===== config.mk =====
export PLATFORM = sky130hd
export DESIGN_NAME = nbcac_decoder_seq
export DESIGN_NICKNAME = d
export VERILOG_FILES = /design/src/rtl/nbcac_decoder_seq_pkg.sv /design/src/rtl/nbcac_decoder_seq_slice_sum.sv /design/src/rtl/nbcac_decoder_seq.sv
export SDC_FILE = /design/constraint.sdc
export NUM_CORES = 1
export LEC_CHECK = 0
export BUFFER_PORTS_ARGS = -buffer_cell sky130_fd_sc_hd__buf_4
export CORE_UTILIZATION = 40
export CTS_CLUSTER_DIAMETER = 150
export DETAILED_ROUTE_END_ITERATION = 10
export SYNTH_ARGS = -nofsm -noshare
export SYNTH_HDL_FRONTEND = slang
export SYNTH_SLANG_ARGS = --single-unit
export TNS_END_PERCENT = 50

===== constraint.sdc =====
create_clock -name clock -period 8.5 [get_ports clock]
set_input_delay 2.125 -clock clock [delete_from_list [all_inputs] [get_ports clock]]
set_output_delay 2.125 -clock clock [all_outputs]
set_load 0.01 [all_outputs]

===== src/rtl/nbcac_decoder_seq_pkg.sv =====
// Shared constants and elaboration-time helpers for the sequential NBCAC decoder.
// Fibonacci weights: f1=1, f2=2, fi=f(i-1)+f(i-2).
package nbcac_pkg;

    localparam logic [1:0] ST_IDLE = 2'd0;
    localparam logic [1:0] ST_BUSY = 2'd1;
    localparam logic [1:0] ST_DONE = 2'd2;

    function automatic int unsigned fib_weight(input int unsigned i);
        int unsigned a;
        int unsigned b;
        int unsigned t;
        if (i == 0) return 0;
        if (i == 1) return 1;
        a = 1;
        b = 2;
        for (int unsigned k = 2; k < i; k++) begin
            t = a + b;
            a = b;
            b = t;
        end
        return b;
    endfunction

    // Accumulator must hold the all-ones codeword value f(code_w+2)-2.
    function automatic int unsigned nbcac_acc_w(input int unsigned code_w);
        int unsigned m;
        int unsigned w;
        m = fib_weight(code_w + 2) - 1;
        w = 1;
        for (int unsigned k = 0; k < 32; k++) begin
            if ((64'(1) << k) <= 64'(m)) w = k + 1;
        end
        return w;
    endfunction

endpackage


===== src/rtl/nbcac_decoder_seq_slice_sum.sv =====
// Combinational weighted sum of one codeword slice whose lowest wire is base+1.
module nbcac_slice_sum
    import nbcac_pkg::*;
#(
    parameter int unsigned CODE_W = 16,
    parameter int unsigned BITS   = 4,
    parameter int unsigned ACC_W  = 13,
    parameter int unsigned IDX_W  = 5
) (
    input  logic [BITS-1:0]  slice,
    input  logic [IDX_W-1:0] base,
    output logic [ACC_W-1:0] sum
);

    logic [ACC_W-1:0] wtab [CODE_W+1];

    for (genvar k = 0; k <= CODE_W; k++) begin : g_wtab
        localparam logic [ACC_W-1:0] W_K = ACC_W'(fib_weight(k));
        assign wtab[k] = W_K;
    end

    always_comb begin
        sum = '0;
        for (int unsigned j = 0; j < BITS; j++) begin
            if (slice[j]) sum = sum + wtab[base + IDX_W'(j + 1)];
        end
    end

endmodule


===== src/rtl/nbcac_decoder_seq.sv =====
// Multi-cycle FNS (Fibonacci) codeword to binary decoder with valid/ready on
// both sides, range flag and saturating range-error counter.
module nbcac_decoder_seq
    import nbcac_pkg::*;
#(
    parameter int unsigned CODE_W         = 16,
    parameter int unsigned DATA_W         = 11,
    parameter int unsigned BITS_PER_CYCLE = 4,
    parameter int unsigned ERRCNT_W       = 16
) (
    input  logic                clock,
    input  logic                rst_n,
    input  logic [CODE_W:1]     codein,
    input  logic                in_valid,
    output logic                in_ready,
    output logic [DATA_W-1:0]   dataout,
    output logic                range_err,
    output logic                out_valid,
    input  logic                out_ready,
    output logic [ERRCNT_W-1:0] err_cnt,
    input  logic                err_clr
);

    localparam int unsigned ACC_W  = nbcac_acc_w(CODE_W);
    localparam int unsigned NSTEP  = CODE_W / BITS_PER_CYCLE;
    localparam int unsigned STEP_W = (NSTEP > 1) ? $clog2(NSTEP) : 1;
    localparam int unsigned IDX_W  = $clog2(CODE_W + 1);

    logic [1:0]                 state;
    logic [CODE_W:1]            code_q;
    logic [ACC_W-1:0]           acc;
    logic [STEP_W-1:0]          step;
    logic [IDX_W-1:0]           base;
    logic [BITS_PER_CYCLE-1:0]  slice;
    logic [ACC_W-1:0]           slice_sum;
    logic [ACC_W-1:0]           next_acc;
    logic [ACC_W+DATA_W-1:0]    wide_acc;
    logic                       accept;
    logic                       last_step;

    // in_ready is forced low while reset is asserted, independent of state.
    always_comb begin
        in_ready = 1'b0;
        if (rst_n) begin
            case (state)
                ST_IDLE: in_ready = 1'b1;
                ST_DONE: in_ready = out_ready;
                default: in_ready = 1'b0;
            endcase
        end
    end

    assign out_valid = (state == ST_DONE);
    assign accept    = in_valid && in_ready;
    assign last_step = (step == STEP_W'(NSTEP - 1));
    assign base      = IDX_W'(step) * IDX_W'(BITS_PER_CYCLE);
    assign slice     = BITS_PER_CYCLE'(code_q >> base);
    assign next_acc  = acc + slice_sum;
    assign wide_acc  = {{DATA_W{1'b0}}, next_acc};

    nbcac_slice_sum #(
        .CODE_W (CODE_W),
        .BITS   (BITS_PER_CYCLE),
        .ACC_W  (ACC_W),
        .IDX_W  (IDX_W)
    ) u_slice_sum (
        .slice  (slice),
        .base   (base),
        .sum    (slice_sum)
    );

    always_ff @(posedge clock or negedge rst_n) begin
        if (!rst_n) begin
            state     <= ST_IDLE;
            code_q    <= '0;
            acc       <= '0;
            step      <= '0;
            dataout   <= '0;
            range_err <= 1'b0;
        end else begin
            case (state)
                ST_BUSY: begin
                    acc  <= next_acc;
                    step <= step + STEP_W'(1);
                    if (last_step) begin
                        state     <= ST_DONE;
                        dataout   <= wide_acc[DATA_W-1:0];
                        range_err <= |wide_acc[ACC_W+DATA_W-1:DATA_W];
                    end
                end
                ST_DONE: begin
                    if (out_ready && !in_valid) state <= ST_IDLE;
                end
                default: ;
            endcase
            // Accept overrides the DONE->IDLE move for back-to-back words.
            if (accept) begin
                state  <= ST_BUSY;
                code_q <= codein;
                acc    <= '0;
                step   <= '0;
            end
        end
    end

    always_ff @(posedge clock or negedge rst_n) begin
        if (!rst_n) begin
            err_cnt <= '0;
        end else if (err_clr) begin
            err_cnt <= '0;
        end else if (out_valid && out_ready && range_err && (err_cnt != '1)) begin
            err_cnt <= err_cnt + ERRCNT_W'(1);
        end
    end

endmodule


=== Yosys cells after proc, flatten, opt, wreduce, memory -nomap -nowiden ===
Memories as Yosys holds them, arrays and structs flattened.
Cells that the tools add are included.

* Register bits: 61
* ROM bits: 1664
* Input bits: 21
* Output and inout bits: 30
* Word-level logic and storage cells: 73
* Memories: 4

* Add/subtract/negate cells: 10
* Magnitude comparators: 4
* Eq/ne operators: 6
* Shift operators: 1
* Mux-type cells: 24
* Bitwise gates (word level): 4
* Reductions and logical operators: 13

{| class="wikitable"
|+ Memories
! memory !! words !! bits a word !! rd ports !! clocked after memory_dff !! wr ports !! RTL line !! text
|-
| (name not given) || 32 || 13 || 1 || 0 || 0 || nbcac_decoder_seq_slice_sum.sv:25 || <nowiki>if (slice[j]) sum = sum + wtab[base + IDX_W'(j + 1)];</nowiki>
|-
| (name not given) || 32 || 13 || 1 || 0 || 0 || nbcac_decoder_seq_slice_sum.sv:25 ||
|-
| (name not given) || 32 || 13 || 1 || 0 || 0 || nbcac_decoder_seq_slice_sum.sv:25 ||
|-
| (name not given) || 32 || 13 || 1 || 0 || 0 || nbcac_decoder_seq_slice_sum.sv:25 ||
|}

{| class="wikitable"
|+ Operators with widths
! operator !! number
|-
| 2-to-1 mux 13 bit || 14
|-
| adder 13 bit || 4
|-
| 2-to-1 mux 16 bit || 2
|-
| >= comparator 6 bit, second input constant || 4
|-
| NOT 5 -> 6 bit || 4
|-
| adder 16 x 1 -> 16 bit, second input constant || 1
|-
| inequality test 16 bit, second input constant || 1
|-
| >> shifter 16 x 4 -> 4 bit || 1
|-
| adder 4 x 2 -> 5 bit, second input constant || 2
|-
| 2-to-1 mux 2 bit || 5
|-
| adder 4 x 1 -> 5 bit, second input constant || 1
|-
| adder 4 x 3 -> 5 bit, second input constant || 1
|-
| logical AND 1 bit || 5
|-
| equality test 2 bit, second input constant || 2
|-
| case mux 2 bit (2 select lines) || 1
|-
| nonzero test 2 bit || 2
|-
| inequality test 3 x 1 -> 1 bit, second input constant || 1
|-
| inequality test 3 bit, second input constant || 1
|-
| AND reduction 3 bit || 1
|-
| nonzero test 3 bit || 1
|-
| adder 2 x 1 -> 2 bit, second input constant || 1
|-
| equality test 2 x 1 -> 1 bit, second input constant || 1
|-
| zero test 2 bit || 1
|-
| case mux 1 bit (2 select lines) || 1
|-
| 4 further kinds || 4
|}

=== Logic depth before layout (Yosys ltp) ===
Gate-level depths: netlist of run 1.

* Depth after elaboration: 15
* Gate-level depth with buffers: 34

=== Cells and area by module ===
Synthesis of run 1 repeated with hierarchy kept, for this count alone.

* Cells, all modules: 797
* Area, all modules: 6482.5 um^2

{| class="wikitable"
|+ By module, submodules not included
! module !! times used !! cells an instance !! area each (um^2) !! seq. area each (um^2)
|-
| nbcac_decoder_seq || 1 || 326 || 3268.1 || 1526.5
|-
| nbcac_slice_sum || 1 || 471 || 3214.3 || 0.0
|}

=== Worst setup path before layout of run 1 ===
No wires, ideal clock.

* Path kind: register to register
* From: register step[0]
* To: register range_err
* Arrival: 6.506 ns
* Data required time: 8.417 ns
* Path slack: 1.911 ns
* Stages on the path, launching flop included: 33
* Clock period less this slack: 6.589 ns
* Path through: dfrtp_1 buf_6 mux2_2 o21ai_0 nor2_1 ha_1 or2b_1 and3_1 o32ai_2 xnor2_1 nor2_1 xnor2_1 ha_1 a21o_1 a21o_1 a311o_1 a211oi_1 or2_1 ha_1 nor2_1 nor2_1 o31ai_1 inv_1 a221o_1 o31a_1 o31ai_2 ha_1 or2_2 a21oi_1 a31o_2 xnor2_1 nor2_1 o21ai_0

* Word-level cells in the longest chain between the ends: 14

{| class="wikitable"
|+ RTL lines
! element !! RTL line !! text
|-
| start: declaration || nbcac_decoder_seq.sv:32 || <nowiki>logic [STEP_W-1:0] step;</nowiki>
|-
| start signal: assignment || nbcac_decoder_seq.sv:84 || <nowiki>step <= step + STEP_W'(1);</nowiki>
|-
| adder 4 x 1 -> 5 bit || nbcac_decoder_seq_slice_sum.sv:25 ||
|-
| NOT 5 -> 6 bit (not written as such) || nbcac_decoder_seq_slice_sum.sv:25 ||
|-
| memory read (32 x 13 bit) || n/a ||
|-
| 2-to-1 mux 13 bit (not written as such) (2 in a row) || nbcac_decoder_seq_slice_sum.sv:25 ||
|-
| 2-to-1 mux 13 bit || nbcac_decoder_seq_slice_sum.sv:25 ||
|-
| adder 13 bit || nbcac_decoder_seq_slice_sum.sv:25 ||
|-
| 2-to-1 mux 13 bit || nbcac_decoder_seq_slice_sum.sv:25 ||
|-
| adder 13 bit || nbcac_decoder_seq_slice_sum.sv:25 ||
|-
| 2-to-1 mux 13 bit || nbcac_decoder_seq_slice_sum.sv:25 ||
|-
| adder 13 bit || nbcac_decoder_seq_slice_sum.sv:25 ||
|-
| 2-to-1 mux 13 bit || nbcac_decoder_seq_slice_sum.sv:25 ||
|-
| adder 13 bit || nbcac_decoder_seq.sv:58 || <nowiki>assign next_acc = acc + slice_sum;</nowiki>
|-
| OR reduction 2 bit || nbcac_decoder_seq.sv:88 || <nowiki>range_err <= |wide_acc[ACC_W+DATA_W-1:DATA_W];</nowiki>
|-
| end signal: assignment || nbcac_decoder_seq.sv:88 ||
|-
| end: declaration || nbcac_decoder_seq.sv:17 || <nowiki>output logic range_err,</nowiki>
|}

Several ways; a longest one is shown, not always the timed one. The select of a mux whose other input is x is not followed.
A chain may end at the register's enable or synchronous reset.

=== Worst setup path after layout of run 1 ===
* From: register code_q[13] (netlist name)
* To: register range_err

* Word-level cells in the longest chain between the ends: 10

{| class="wikitable"
|+ RTL lines
! element !! RTL line !! text
|-
| start: declaration || nbcac_decoder_seq.sv:30 || <nowiki>logic [CODE_W:1] code_q;</nowiki>
|-
| start signal: assignment || nbcac_decoder_seq.sv:99 || <nowiki>code_q <= codein;</nowiki>
|-
| >> shifter 16 x 4 -> 4 bit (*) || nbcac_decoder_seq.sv:57 || <nowiki>assign slice = BITS_PER_CYCLE'(code_q >> base);</nowiki>
|-
| 2-to-1 mux 13 bit (*) || nbcac_decoder_seq_slice_sum.sv:25 ||
|-
| adder 13 bit || nbcac_decoder_seq_slice_sum.sv:25 ||
|-
| 2-to-1 mux 13 bit (*) || nbcac_decoder_seq_slice_sum.sv:25 ||
|-
| adder 13 bit || nbcac_decoder_seq_slice_sum.sv:25 ||
|-
| 2-to-1 mux 13 bit (*) || nbcac_decoder_seq_slice_sum.sv:25 ||
|-
| adder 13 bit || nbcac_decoder_seq_slice_sum.sv:25 ||
|-
| 2-to-1 mux 13 bit (*) || nbcac_decoder_seq_slice_sum.sv:25 ||
|-
| adder 13 bit (*) || nbcac_decoder_seq.sv:58 ||
|-
| OR reduction 2 bit (*) || nbcac_decoder_seq.sv:88 ||
|}

Mark *: on every way between the ends. The rest lies on a longest branch, timed or not.

==> results of run 1 <==
==> sequential cells by signal, indices dropped and copies added, names as in the netlist <==
name	cells
acc	13
dataout	11
err_cnt	16
code_q	16
step	2
range_err	1
state	2
==> worst reg2reg max path: cells and delay by family (launching register included) <==
family / cells / cell delay, ns
muxes: 1 / 0.32
DFF: 1 / 0.44
adders and majority gates: 4 / 1.20
xor gates and xnor gates: 4 / 0.68
and+or+nand+nor: 7 / 1.10
AOI/OAI and AO/OA: 15 / 3.42
buffers and inverters: 1 / 0.10
==> cells in the mapped netlist (3+ instances only) <==
cell type  count
dfrtp_1       61
nand2_1       49
nor2_1        48
o21ai_0       38
ha_1          37
mux2_2        28
a21oi_1       26
nand3_1       23
inv_1         18
xnor2_1       18
xor2_1        18
clkbuf_1      13
nor2b_1       11
a21o_1        10
nor3_1         9
a211oi_1       7
mux2i_1        7
o211ai_1       7
and3_1         6
nand2b_1       6
o21a_1         6
or2_2          6
or3_1          6
nand4_1        4
a31oi_1        3
buf_1          3
fa_1           3
o21bai_1       3
o31a_1         3
o31ai_1        3
==> worst paths after layout <==
check / endpoint / slack, ns / cells past startpoint
max: range_err / 1.16 / 32
min: dataout[8] / 0.48 / 2
max reg2reg: range_err / 1.16 / 32
min reg2reg: dataout[8] / 0.48 / 2
max in group asynchronous: acc[9] / 6.11 / 1
min in group asynchronous: err_cnt[7] / 1.87 / 1
==> routing by layer <==
metal  GRT usage  part of all wire
met1       0.250              0.48
met2       0.305              0.46
met3      0.0446             0.036
met4      0.0784             0.019
met5           0                 0
==> layout make-up <==
type	count	area share
Clock buffer	13	0.0481
Sequential cell	61	0.271
Multi-Input combinational cell	429	0.556
Tap cell	143	0.0318
Clock inverter	3	0.00757
Inverter	18	0.0120
Timing Repair Buffer	55	0.0734
==> per-stage QoR <==
step	std cells	hold WS, ns
floorplan	528	0.471
global placement	706	0.471
detailed placement	706	0.475
CTS	722	0.492
global route	722	0.515
finish	722	0.482
==> kinds of logic (layout without fill, tap and decap cells) <==
| group | after synthesis | count (layout) | synth area share |
|---|---|---|---|
| flops | 61 | 61 | 0.317 |
| simple gates | 178 | 178 | 0.175 |
| xor+xnor | 36 | 36 | 0.0655 |
| buf+inv | 38 | 89 | 0.0333 |
| fa+ha+maj | 40 | 40 | 0.109 |
| compound gates | 134 | 134 | 0.196 |
| mux | 41 | 41 | 0.105 |
==> flow_metrics.env, run 1 <==
export IMPL_status="finished with violations"
export IMPL_violations="DRC"
export IMPL_setup_viol=0
export IMPL_end_kind="register"
export IMPL_dr_pass1_iters=7
export IMPL_required_ns=8.75
export IMPL_worst_slew_pin_slew_ns=0.818
export IMPL_path_clk_slew_ns=0.05
export IMPL_overflow=0
export IMPL_drt_total_wl_microns=11200
export IMPL_path_max_fanout=6
export IMPL_antenna_found_initial=0
export IMPL_drt_iter0_markers=178
export IMPL_syn_area_per_cell_sq_um=9.11
export IMPL_clock_path_buffers=2
export IMPL_final_common_cell="dfrtp_1"
export IMPL_yosys_most_used_dff="dfrtp_1"
export IMPL_arrival_ns=7.59
export IMPL_grt_max_degree=64
export IMPL_gp_congestion=0.871
export IMPL_synth_distinct_cells=64
export IMPL_final_cell_mix="dfrtp_1 (61), buf_4 (55), nand2_1 (49)"
export IMPL_fmax_ghz=0.136
export IMPL_crit_path_max_incr_delay_ns=0.65
export IMPL_rsz0062_at_grt="false"
export IMPL_async_reset_ff_frac=1.00
export IMPL_cts_buffers=9
export IMPL_ioPinCount=51
export IMPL_slew_violations=0
export IMPL_multi_input_area_sq_um=3120
export IMPL_core_area_sq_um=11600
export IMPL_startpoint="code_q[13]"
export IMPL_die_w_microns=112
export IMPL_syn_inst=528
export IMPL_cts_root_buf="clkbuf_16"
export IMPL_layout_drive_gt1_share=0.214
export IMPL_critPathTopFamily="compound AO/OA/AOI/OAI gates"
export IMPL_synthTopCellsByArea="dfrtp_1 (32%), ha_1 (9.6%), mux2_2 (6.6%), o21ai_0 (4.0%), nand2_1 (3.8%)"
export IMPL_post_cts_buffers=0
export IMPL_worstHoldStart="dataout[8]"
export IMPL_worstSetupPathType="reg -> reg"
export IMPL_yosysTopAreaCell="dfrtp_1"
export IMPL_pre_cts_ws_ns=1.25
export IMPL_ant_nets=0
export IMPL_slew_headroom=0.449
export IMPL_htree_levels=3
export IMPL_synth_top_area_frac=0.317
export IMPL_finalCriticalPeriod_ns=7.34
export IMPL_area_delta_synth_final_pct=16.9
export IMPL_n_antenna_cell=0
export IMPL_dieArea_sq_um=12500
export IMPL_r2r_start="code_q[13]"
export IMPL_numPortBuffers=50
export IMPL_num_fill_cells=1078
export IMPL_maxCapViolCount=0
export IMPL_path_buf_inv=1
export IMPL_netlist_area_sq_um=4810
export IMPL_ys_seq_elements=61
export IMPL_critPathSlowestCell="o21ai_0"
export IMPL_postLayoutSetupSlackWorst_ns=1.16
export IMPL_ff_latch_area_sq_um=1530
export IMPL_vias=3998
export IMPL_syn_nets=589
export IMPL_wl_per_cell_microns=15.5
export IMPL_hold_violations=0
export IMPL_drc=2
export IMPL_clk_latency_ns=0.34
export IMPL_fin_nets=635
export IMPL_grt_usage=0.191
export IMPL_yosys_warnings=0
export IMPL_grt_pass1_vias=3955
export IMPL_postCtsHoldBufs=0
export IMPL_worstSetupStartpointType="register"
export IMPL_finalSetupTns_ns=0
export IMPL_dieHeight_microns=112
export IMPL_hp_class="reg -> reg"
export IMPL_num_rows=39
export IMPL_synth_edf_count=0
export IMPL_place_area_sq_um=5310
export IMPL_ys_seq_area_frac=0.317
export IMPL_grt_pass1_wl_microns=19000
export IMPL_viasPerCell=5.54
export IMPL_cts_tree="done"
export IMPL_fin_crit_sh=0.863
export IMPL_post_route_util=0.486
export IMPL_place_hpwl_microns=8220
export IMPL_start_util=0.416
export IMPL_final_area_sq_um=5620
export IMPL_numClockSinks=61
export IMPL_skew_ns=0.00603
export IMPL_post_cts_resized=0
Power of run 1 is not shown: default switching activity piles up to over one toggle a cycle in this logic, so the estimate is an artifact.
==> run 2: changes to the inputs <==
--- a/config.mk
+++ b/config.mk
@@ -9,6 +9,7 @@
 export CORE_UTILIZATION = 40
 export CTS_CLUSTER_DIAMETER = 150
 export DETAILED_ROUTE_END_ITERATION = 10
+export REMOVE_ABC_BUFFERS = 1
 export SYNTH_ARGS = -nofsm -noshare
 export SYNTH_HDL_FRONTEND = slang
 export SYNTH_SLANG_ARGS = --single-unit
==> run 2 against run 1 <==
  * The run now ends clean
  * Clock skew is 0.00068 ns higher
  * Register-to-register slack worse by 0.27 ns
  * Sequential share of layout area increased by 0.054 points
  * Fmax down 3.5%
  * Critical endpoint unchanged
  * Hold slack lost 0.0045 ns
  * Wire length is 2.1% lower
  * Global-route usage shrank 0.20 points
  * Via count decreased by 0.80%
  * Count of clock-buffer cells in the layout fell by 2
  * Final cell count did not move
==> flow_metrics.env, run 2 (synthesis gave the netlist of run 1 again) <==
export IMPL_finalSetupTns_ns=0
export IMPL_cts_root_buf="clkbuf_16"
export IMPL_hold_violations=0
export IMPL_timing_rr_end="range_err"
export IMPL_final_cell_mix="dfrtp_1 (61), buf_4 (55), nand2_1 (49)"
export IMPL_path_clk_slew_ns=0.05
export IMPL_num_rows=39
export IMPL_r2r_start="step[0]"
export IMPL_rr_worst_depth=32
export IMPL_start_util=0.416
export IMPL_cts_buffers=9
export IMPL_dr_wl_met2_microns=5260
export IMPL_setup_viol=0
export IMPL_fmax_ghz=0.131
export IMPL_clock_path_buffers=2
export IMPL_fin_crit_sh=0.895
export IMPL_grt_max_degree=64
export IMPL_grt_pass1_vias=3972
export IMPL_antenna_found_initial=0
export IMPL_ioPinCount=51
export IMPL_required_ns=8.73
export IMPL_worstSetupPathType="reg -> reg"
export IMPL_path_buf_inv=1
export IMPL_layout_drive_gt1_share=0.214
export IMPL_grt_pass1_wl_microns=18900
export IMPL_dr_wl_met3_microns=355
export IMPL_viasPerCell=5.49
export IMPL_drt_total_wl_microns=10900
export IMPL_area_delta_synth_final_pct=16.6
export IMPL_crit_path_max_incr_delay_ns=0.66
export IMPL_place_hpwl_microns=8260
export IMPL_dieHeight_microns=112
export IMPL_path_max_fanout=12
export IMPL_dieArea_sq_um=12500
export IMPL_die_w_microns=112
export IMPL_numClockSinks=61
export IMPL_hp_class="reg -> reg"
export IMPL_end_kind="register"
export IMPL_critPathTopFamily="compound AO/OA/AOI/OAI gates"
export IMPL_core_area_sq_um=11600
export IMPL_dr_pass1_iters=4
export IMPL_worstSetupStartpointType="register"
export IMPL_vias=3966
export IMPL_arrival_ns=7.84
export IMPL_worstHoldStart="dataout[7]"
export IMPL_htree_levels=3
export IMPL_numPortBuffers=50
export IMPL_wl_per_cell_microns=15.1
export IMPL_cp_depth=32
export IMPL_grt_usage=0.189
export IMPL_final_common_cell="dfrtp_1"
export IMPL_rsz0062_at_grt="false"
export IMPL_reg2reg_slack_ns=0.89
export IMPL_finalCriticalPeriod_ns=7.61
export IMPL_status="complete, no violations"
export IMPL_overflow=0
export IMPL_maxCapViolCount=0
export IMPL_gp_congestion=0.824
export IMPL_met1_length_microns=5150
export IMPL_postCtsHoldBufs=0
export IMPL_worst_slew_pin_slew_ns=0.813
export IMPL_clk_latency_ns=0.33
export IMPL_n_antenna_cell=0
export IMPL_drc=0
export IMPL_critPathSlowestCell="dfrtp_1"
export IMPL_top_regs="code_q: 16 flops, err_cnt: 16 flops, acc: 13 flops"
export IMPL_fin_nets=635
export IMPL_hold_depth=2
export IMPL_slew_headroom=0.458
export IMPL_hold_end="dataout[7]"
export IMPL_drt_iter0_markers=151
export IMPL_cts_tree="done"
export IMPL_top_layer="met4"
export IMPL_ant_nets=0
export IMPL_skew_ns=0.00671
export IMPL_post_cts_buffers=0
export IMPL_post_cts_resized=0
export IMPL_slew_violations=0
==> run 2: changes by cell type in the layout (fill, tap and decap cells not counted) <==
| cell | change |
|---|---|
| inv_6 | +1 |
| clkbuf_8 | -2 |
| clkinvlp_4 | +1 |
==> run 2: worst max-delay path by stage <==
stage	from	end	slack [ns]
floorplan	step[0]	range_err	1.60
detailed placement	step[0]	range_err	0.93
global placement	step[0]	range_err	1.20
finish	step[0]	range_err	0.89
CTS	step[0]	range_err	0.89
global route	step[0]	range_err	0.18
==> run 2: stage by stage <==
| stage | area [sq um] | setup slack [ns] | util | hold slack (ns) | instances |
|---|---|---|---|---|---|
| CTS | 5610 | 0.894 | 0.485 | 0.483 | 722 |
| global placement | 5310 | 1.20 | 0.459 | 0.465 | 706 |
| detailed placement | 5310 | 0.930 | 0.459 | 0.471 | 706 |
| finish | 5610 | 0.892 | 0.485 | 0.477 | 722 |
| global route | 5610 | 0.179 | 0.485 | 0.517 | 722 |
| floorplan | 4720 | 1.60 | - | 0.471 | 508 |
==> run 2: worst reg2reg max path, delay by kind of cell (launching register included) <==
family	cells	cell delay (ns)
flops	1	0.66
simple gates	7	1.12
fa+ha+maj	4	1.18
xor+xnor	4	0.78
mux	1	0.41
compound gates	15	3.25
buf+inv	1	0.08
==> run 2: layout make-up <==
class                   count  area, sq um
inverters                  18         67.6
flip-flops and latches     61         1530
repair buffers             55          413
multi-input cells         429         3120
well taps                 143          179
clock buffers              11          243
clock inverters             5         58.8
fillers                  1093         5950
==> run 2: metal layers <==
metal / GRT usage / vias to the layer above
li1: - / 1992
met1: 0.239 / 1904
met2: 0.322 / 59
met3: 0.0354 / 11
met4: 0.0685 / 0
met5: 0 / -
Power of run 2 is left out for the same reason.
